## src/rtl/lbist_pkg.sv

```systemverilog
// Shared types, the LFSR polynomial and the Galois step used by both the
// pattern generator and the response compactor of the logic-BIST controller.
package lbist_pkg;

    localparam int SIG_W_DEF = 32;
    localparam int PAT_CNT_W = 16;
    localparam int RST_CNT_W = 8;

    // Right-shifting Galois mask for x^32 + x^22 + x^2 + x + 1
    localparam logic [SIG_W_DEF-1:0] POLY = 32'h8020_0003;

    typedef enum logic [2:0] {
        ST_IDLE,
        ST_INIT,
        ST_RUN,
        ST_FLUSH,
        ST_COMPARE,
        ST_DONE
    } state_e;

    function automatic logic [SIG_W_DEF-1:0] lfsr_step(input logic [SIG_W_DEF-1:0] v);
        return (v >> 1) ^ (v[0] ? POLY : '0);
    endfunction

endpackage

```

## src/rtl/lbist_misr.sv

```systemverilog
// Multiple-input signature register: Galois LFSR step folded with the
// incoming response word, with synchronous clear taking priority.
module lbist_misr
    import lbist_pkg::*;
#(
    parameter int unsigned SIG_W = SIG_W_DEF
) (
    input  logic             clk_i,
    input  logic             clr_i,
    input  logic             en_i,
    input  logic [SIG_W-1:0] resp_i,
    output logic [SIG_W-1:0] sig_o
);

    logic [SIG_W-1:0] misr_q;
    logic [SIG_W-1:0] misr_d;

    always_comb begin
        misr_d = misr_q;
        if (clr_i) begin
            misr_d = '0;
        end else if (en_i) begin
            misr_d = lfsr_step(misr_q) ^ resp_i;
        end
    end

    always_ff @(posedge clk_i) begin
        misr_q <= misr_d;
    end

    assign sig_o = misr_q;

endmodule

```

## src/rtl/lbist_controller.sv

```systemverilog
// Logic-BIST sequencer: holds the core in reset, streams LFSR patterns,
// compacts responses in a MISR and reports the signature against a golden value.
module lbist_controller
    import lbist_pkg::*;
#(
    parameter int unsigned      SIG_W      = SIG_W_DEF,
    parameter int unsigned      N_PATTERNS = 1024,
    parameter int unsigned      RST_CYCLES = 4,
    parameter logic [SIG_W-1:0] LFSR_SEED  = 32'hACE1_2468,
    parameter logic [SIG_W-1:0] GOLDEN_SIG = 32'h0
) (
    input  logic             clk_i,
    input  logic             rst_ni,
    input  logic             bist_start_i,
    input  logic             bist_abort_i,
    output logic [SIG_W-1:0] tpg_o,
    input  logic [SIG_W-1:0] resp_i,
    output logic             test_mode_o,
    output logic             core_rst_no,
    output logic             bist_busy_o,
    output logic             bist_done_o,
    output logic             bist_pass_o,
    output logic [SIG_W-1:0] signature_o
);

    // An all-zero seed would lock the LFSR, so it is promoted to 1
    localparam logic [SIG_W-1:0] SEED =
        (LFSR_SEED == '0) ? {{(SIG_W-1){1'b0}}, 1'b1} : LFSR_SEED;
    localparam logic [PAT_CNT_W-1:0] PAT_LAST = PAT_CNT_W'(N_PATTERNS - 1);
    localparam logic [RST_CNT_W-1:0] RST_LAST = RST_CNT_W'(RST_CYCLES - 1);

    state_e               state_q;
    logic [PAT_CNT_W-1:0] pat_cnt_q;
    logic [RST_CNT_W-1:0] rst_cnt_q;
    logic [SIG_W-1:0]     lfsr_q;
    logic [SIG_W-1:0]     lfsr_d;
    logic                 test_mode_q;
    logic                 core_rst_n_q;
    logic                 busy_q;
    logic                 done_q;
    logic                 pass_q;
    logic [SIG_W-1:0]     sig_q;

    logic                 misr_clr;
    logic                 misr_en;
    logic [SIG_W-1:0]     misr_sig;

    assign lfsr_d = lfsr_step(lfsr_q);

    // Responses lag patterns by one cycle: skip the first RUN cycle, catch the last in FLUSH
    assign misr_en  = ((state_q == ST_RUN) && (pat_cnt_q != '0)) || (state_q == ST_FLUSH);
    assign misr_clr = !rst_ni || bist_abort_i || (state_q == ST_IDLE) ||
                      ((state_q == ST_DONE) && bist_start_i);

    lbist_misr #(
        .SIG_W (SIG_W)
    ) u_misr (
        .clk_i  (clk_i),
        .clr_i  (misr_clr),
        .en_i   (misr_en),
        .resp_i (resp_i),
        .sig_o  (misr_sig)
    );

    always_ff @(posedge clk_i) begin
        if (!rst_ni || bist_abort_i) begin
            state_q      <= ST_IDLE;
            pat_cnt_q    <= '0;
            rst_cnt_q    <= '0;
            lfsr_q       <= SEED;
            test_mode_q  <= 1'b0;
            core_rst_n_q <= 1'b1;
            busy_q       <= 1'b0;
            done_q       <= 1'b0;
            pass_q       <= 1'b0;
            sig_q        <= '0;
        end else begin
            unique case (state_q)
                ST_IDLE: begin
                    lfsr_q <= SEED;
                    if (bist_start_i) begin
                        state_q      <= ST_INIT;
                        pat_cnt_q    <= '0;
                        rst_cnt_q    <= '0;
                        test_mode_q  <= 1'b1;
                        core_rst_n_q <= 1'b0;
                        busy_q       <= 1'b1;
                    end
                end
                ST_INIT: begin
                    if (rst_cnt_q == RST_LAST) begin
                        state_q      <= ST_RUN;
                        pat_cnt_q    <= '0;
                        rst_cnt_q    <= '0;
                        core_rst_n_q <= 1'b1;
                    end else begin
                        rst_cnt_q <= rst_cnt_q + 8'd1;
                    end
                end
                ST_RUN: begin
                    lfsr_q <= lfsr_d;
                    if (pat_cnt_q == PAT_LAST) begin
                        state_q   <= ST_FLUSH;
                        pat_cnt_q <= '0;
                        rst_cnt_q <= '0;
                    end else begin
                        pat_cnt_q <= pat_cnt_q + 16'd1;
                    end
                end
                ST_FLUSH: begin
                    state_q   <= ST_COMPARE;
                    pat_cnt_q <= '0;
                    rst_cnt_q <= '0;
                end
                ST_COMPARE: begin
                    state_q      <= ST_DONE;
                    pat_cnt_q    <= '0;
                    rst_cnt_q    <= '0;
                    pass_q       <= (misr_sig == GOLDEN_SIG);
                    sig_q        <= misr_sig;
                    test_mode_q  <= 1'b0;
                    core_rst_n_q <= 1'b0;
                    busy_q       <= 1'b0;
                    done_q       <= 1'b1;
                end
                ST_DONE: begin
                    // The old signature stays visible until the next COMPARE
                    if (bist_start_i) begin
                        state_q     <= ST_INIT;
                        pat_cnt_q   <= '0;
                        rst_cnt_q   <= '0;
                        lfsr_q      <= SEED;
                        test_mode_q <= 1'b1;
                        busy_q      <= 1'b1;
                        done_q      <= 1'b0;
                        pass_q      <= 1'b0;
                    end
                end
                default: begin
                    state_q <= ST_IDLE;
                end
            endcase
        end
    end

    assign tpg_o       = lfsr_q;
    assign test_mode_o = test_mode_q;
    assign core_rst_no = core_rst_n_q;
    assign bist_busy_o = busy_q;
    assign bist_done_o = done_q;
    assign bist_pass_o = pass_q;
    assign signature_o = sig_q;

endmodule

```

## config.mk

```make
export PLATFORM = sky130hd
export DESIGN_NAME = lbist_controller
export DESIGN_NICKNAME = d
export VERILOG_FILES = /design/src/rtl/lbist_pkg.sv /design/src/rtl/lbist_misr.sv /design/src/rtl/lbist_controller.sv
export SDC_FILE = /design/constraint.sdc
export NUM_CORES = 1
export LEC_CHECK = 0
export CORE_MARGIN = 2
export CORE_UTILIZATION = 45
export DETAILED_ROUTE_END_ITERATION = 8
export PLACE_DENSITY = 0.7
export REMOVE_ABC_BUFFERS = 1
export SLEW_MARGIN = 40
export SYNTH_ARGS = -nofsm -noshare
export SYNTH_HDL_FRONTEND = slang
export SYNTH_SLANG_ARGS = --single-unit
```

## constraint.sdc

```tcl
create_clock -name clk_i -period 2.52 [get_ports clk_i]
set_input_delay 0.252 -clock clk_i [delete_from_list [all_inputs] [get_ports clk_i]]
set_output_delay 0.252 -clock clk_i [all_outputs]
set_load 0.02 [all_outputs]
```

==> metrics.csv <==
metric;value;unit
cts_setup_buffers;0;
worstPathRequired;2880;ps
synth_area;0.00577;mm^2
clock_path_buffers;2;
drc;0;
grt_overflow;0;
max-slew-margin-rel;0.597;
rows;41;
dp_slack;310;ps
hold_viol_final;0;
drive_gt1_frac;0.175;
synth_flop_cell;dfxtp_1;
cts_root_buf;clkbuf_16;
track_usage;0.218;
cts_tree;yes;
synth_cells;641;
ant_nets;0;
status;finished, final reports clean;
synth-edff-count;0;
p_per_area;632;mW/mm^2
routedWlPerCell;15.3;um
worstMarginPinSlew;599;ps
postCtsHoldBufs;0;
ys_seq_area_frac;0.440;
clkLatencyLatePin;430;ps
power.leakage;2.40;nW
coreArea;0.0126;mm^2
pin_count;105;
setup_viol;0;
ys_seq_elements;127;
first_pass_iters;5;
area_growth_syn_to_layout;31.0;%
clock.fmax;450;MHz
synth_top_cell_by_area;dfxtp_1;
cts.clk_slew.worst_paths;60;ps
period_share;0.882;
io_buffers;104;
grt_max_degree;41;
via_count;4929;
start_util;0.459;
start_kind;register;
skew;8.60;ps
slowest_delay;610;ps
min_path_type;register to register;
numCtsBuffers;17;
grt_pass1_wl;23.1;mm
vdd_ir_drop_max;397;uV
rsz0062_at_grt;no;
drv_cap;0;
worstPathCellList;or3b_1, a21oi_1, nor4b_4, a41oi_1, a31oi_1;
synth_cell_type_count;62;
antenna_found_initial;0;
die-area;0.0137;mm^2
ys_top_cells_by_area;dfxtp_1 44%, nand2_1 6.9%, a211oi_2 6.5%;
synth_top_area_share;0.440;
end_kind;register;
cts.sinks;127;
globalplace.congestion;0.857;
postCtsResizedCells;0;
dieHeight;117;um
cts_max_level;4;
synth.yosys.warnings;0;
cp.arrival;2580;ps
hpwlAfterDp;9.73;mm
antennaDiodeCount;0;
fin_area;0.00756;mm^2
crit_type;register to register;
final_net_count;782;
place_area;0.00694;mm^2
syn_area_per_cell;9.00;um^2
wl;14.1;mm
crit_fanout;14;
cp_slowest_cell;dfxtp_1;
crit_family;simple AND/OR/NAND/NOR gates;
grt_pass1_vias;4697;
viasPerCell;5.32;
first_iter_violations;264;
synth-async-reset-ratio;0;
period_minus_slack;2220;ps
layout_setup_ws;297;ps
fin_util;0.602;
drv_slew;0;
fill_cells;1090;
crit_buf_inv;0;
die_x;117;um
[registers in the layout, summed over array words and instances, names as in the netlist]
signal	count
signature_o	32
tpg_o	32
u_misr.sig_o	32
pat_cnt_q	16
rst_cnt_q	8
state_q	3
bist_busy_o	1
bist_done_o	1
bist_pass_o	1
core_rst_no	1
[cell usage in the layout, fill, tap and decap left out, types with 4 or more instances in the layout]
cell,instances
a21oi_1,47
nor4_1,12
nor2b_1,4
ha_1,4
nor3_1,8
clkbuf_16,17
inv_1,14
clkdlybuf4s50_1,104
a211oi_1,7
dfxtp_1,127
clkinv_2,6
xnor2_1,38
o21ai_0,12
nand4_1,5
buf_4,14
nand3b_1,4
nand3_1,20
nor2_2,31
nor2_1,45
bufinv_16,4
nand2_1,106
o21ai_1,8
a211oi_2,30
a31oi_1,4
and3_1,7
a22oi_1,20
[worst paths after layout]
kind,startpoint,end,slack [ps],depth (start not counted)
max,state_q[0],rst_cnt_q[7],300,5
min,signature_o[2],signature_o[2],450,2
max reg2reg,state_q[0],rst_cnt_q[7],300,5
min reg2reg,signature_o[2],signature_o[2],450,2
[per-stage QoR]
stage | setup TNS (ps) | hold slack (ps) | std cells | power (mW)
2_1_floorplan | -8840 | 439 | 603 | 2.16
3_3_place_gp | 0 | 444 | 895 | 2.27
3_5_place_dp | 0 | 446 | 895 | 2.27
4_1_cts | 0 | 454 | 927 | 4.82
5_1_grt | 0 | 472 | 927 | 4.95
6_report | 0 | 453 | 927 | 4.78
[cells by family after synthesis]
family | share of synthesized area
simple gates | 0.235
compound gates | 0.198
flops | 0.440
buf+inv | 0.0520
xor+xnor | 0.0607
fa+ha+maj | 0.00867
mux | 0.00542
[routing by layer]
metal	GRT usage	wire (um)	part of all wire
met5	0	0	0
met4	0.0698	195	0.014
met3	0.0705	886	0.063
met2	0.354	6730	0.48
met1	0.275	6330	0.45
[where the power goes]
part           switching [mW]  leakage (nW)  internal (mW)  total (mW)
Sequential            0.00740          1.02           2.01        2.02
Combinational           0.108          1.07          0.102       0.210
Clock                   0.904         0.307           1.65        2.55
Total                    1.02          2.40           3.76        4.78
[layout make-up]
cell class | instances | area, um^2 | share of cell area
Clock buffer | 17 | 425 | 0.0563
Clock inverter | 15 | 193 | 0.0255
Inverter | 14 | 52.6 | 0.00695
Multi-Input combinational cell | 462 | 2950 | 0.390
Sequential cell | 127 | 2540 | 0.336
Tap cell | 172 | 215 | 0.0285
Timing Repair Buffer | 120 | 1190 | 0.157
[worst reg2reg max path, cell delays in order, from the launching register on]
cell	delay, ps
dfxtp_1	610
or3b_1	440
a21oi_1	330
nor4b_4	460
a41oi_1	180
a31oi_1	150
[cell usage after synthesis (all sizes together), types with 6 or more instances]
library cell  count
a211oi           37
a21oi            48
a22oi            20
a31oi             6
and3              7
buf              17
clkbuf           21
dfxtp           127
inv              14
nand2           106
nand3            20
nor2             76
nor3             11
nor4             15
o21ai            21
xnor2            38
(Power assumes the default switching activity.)
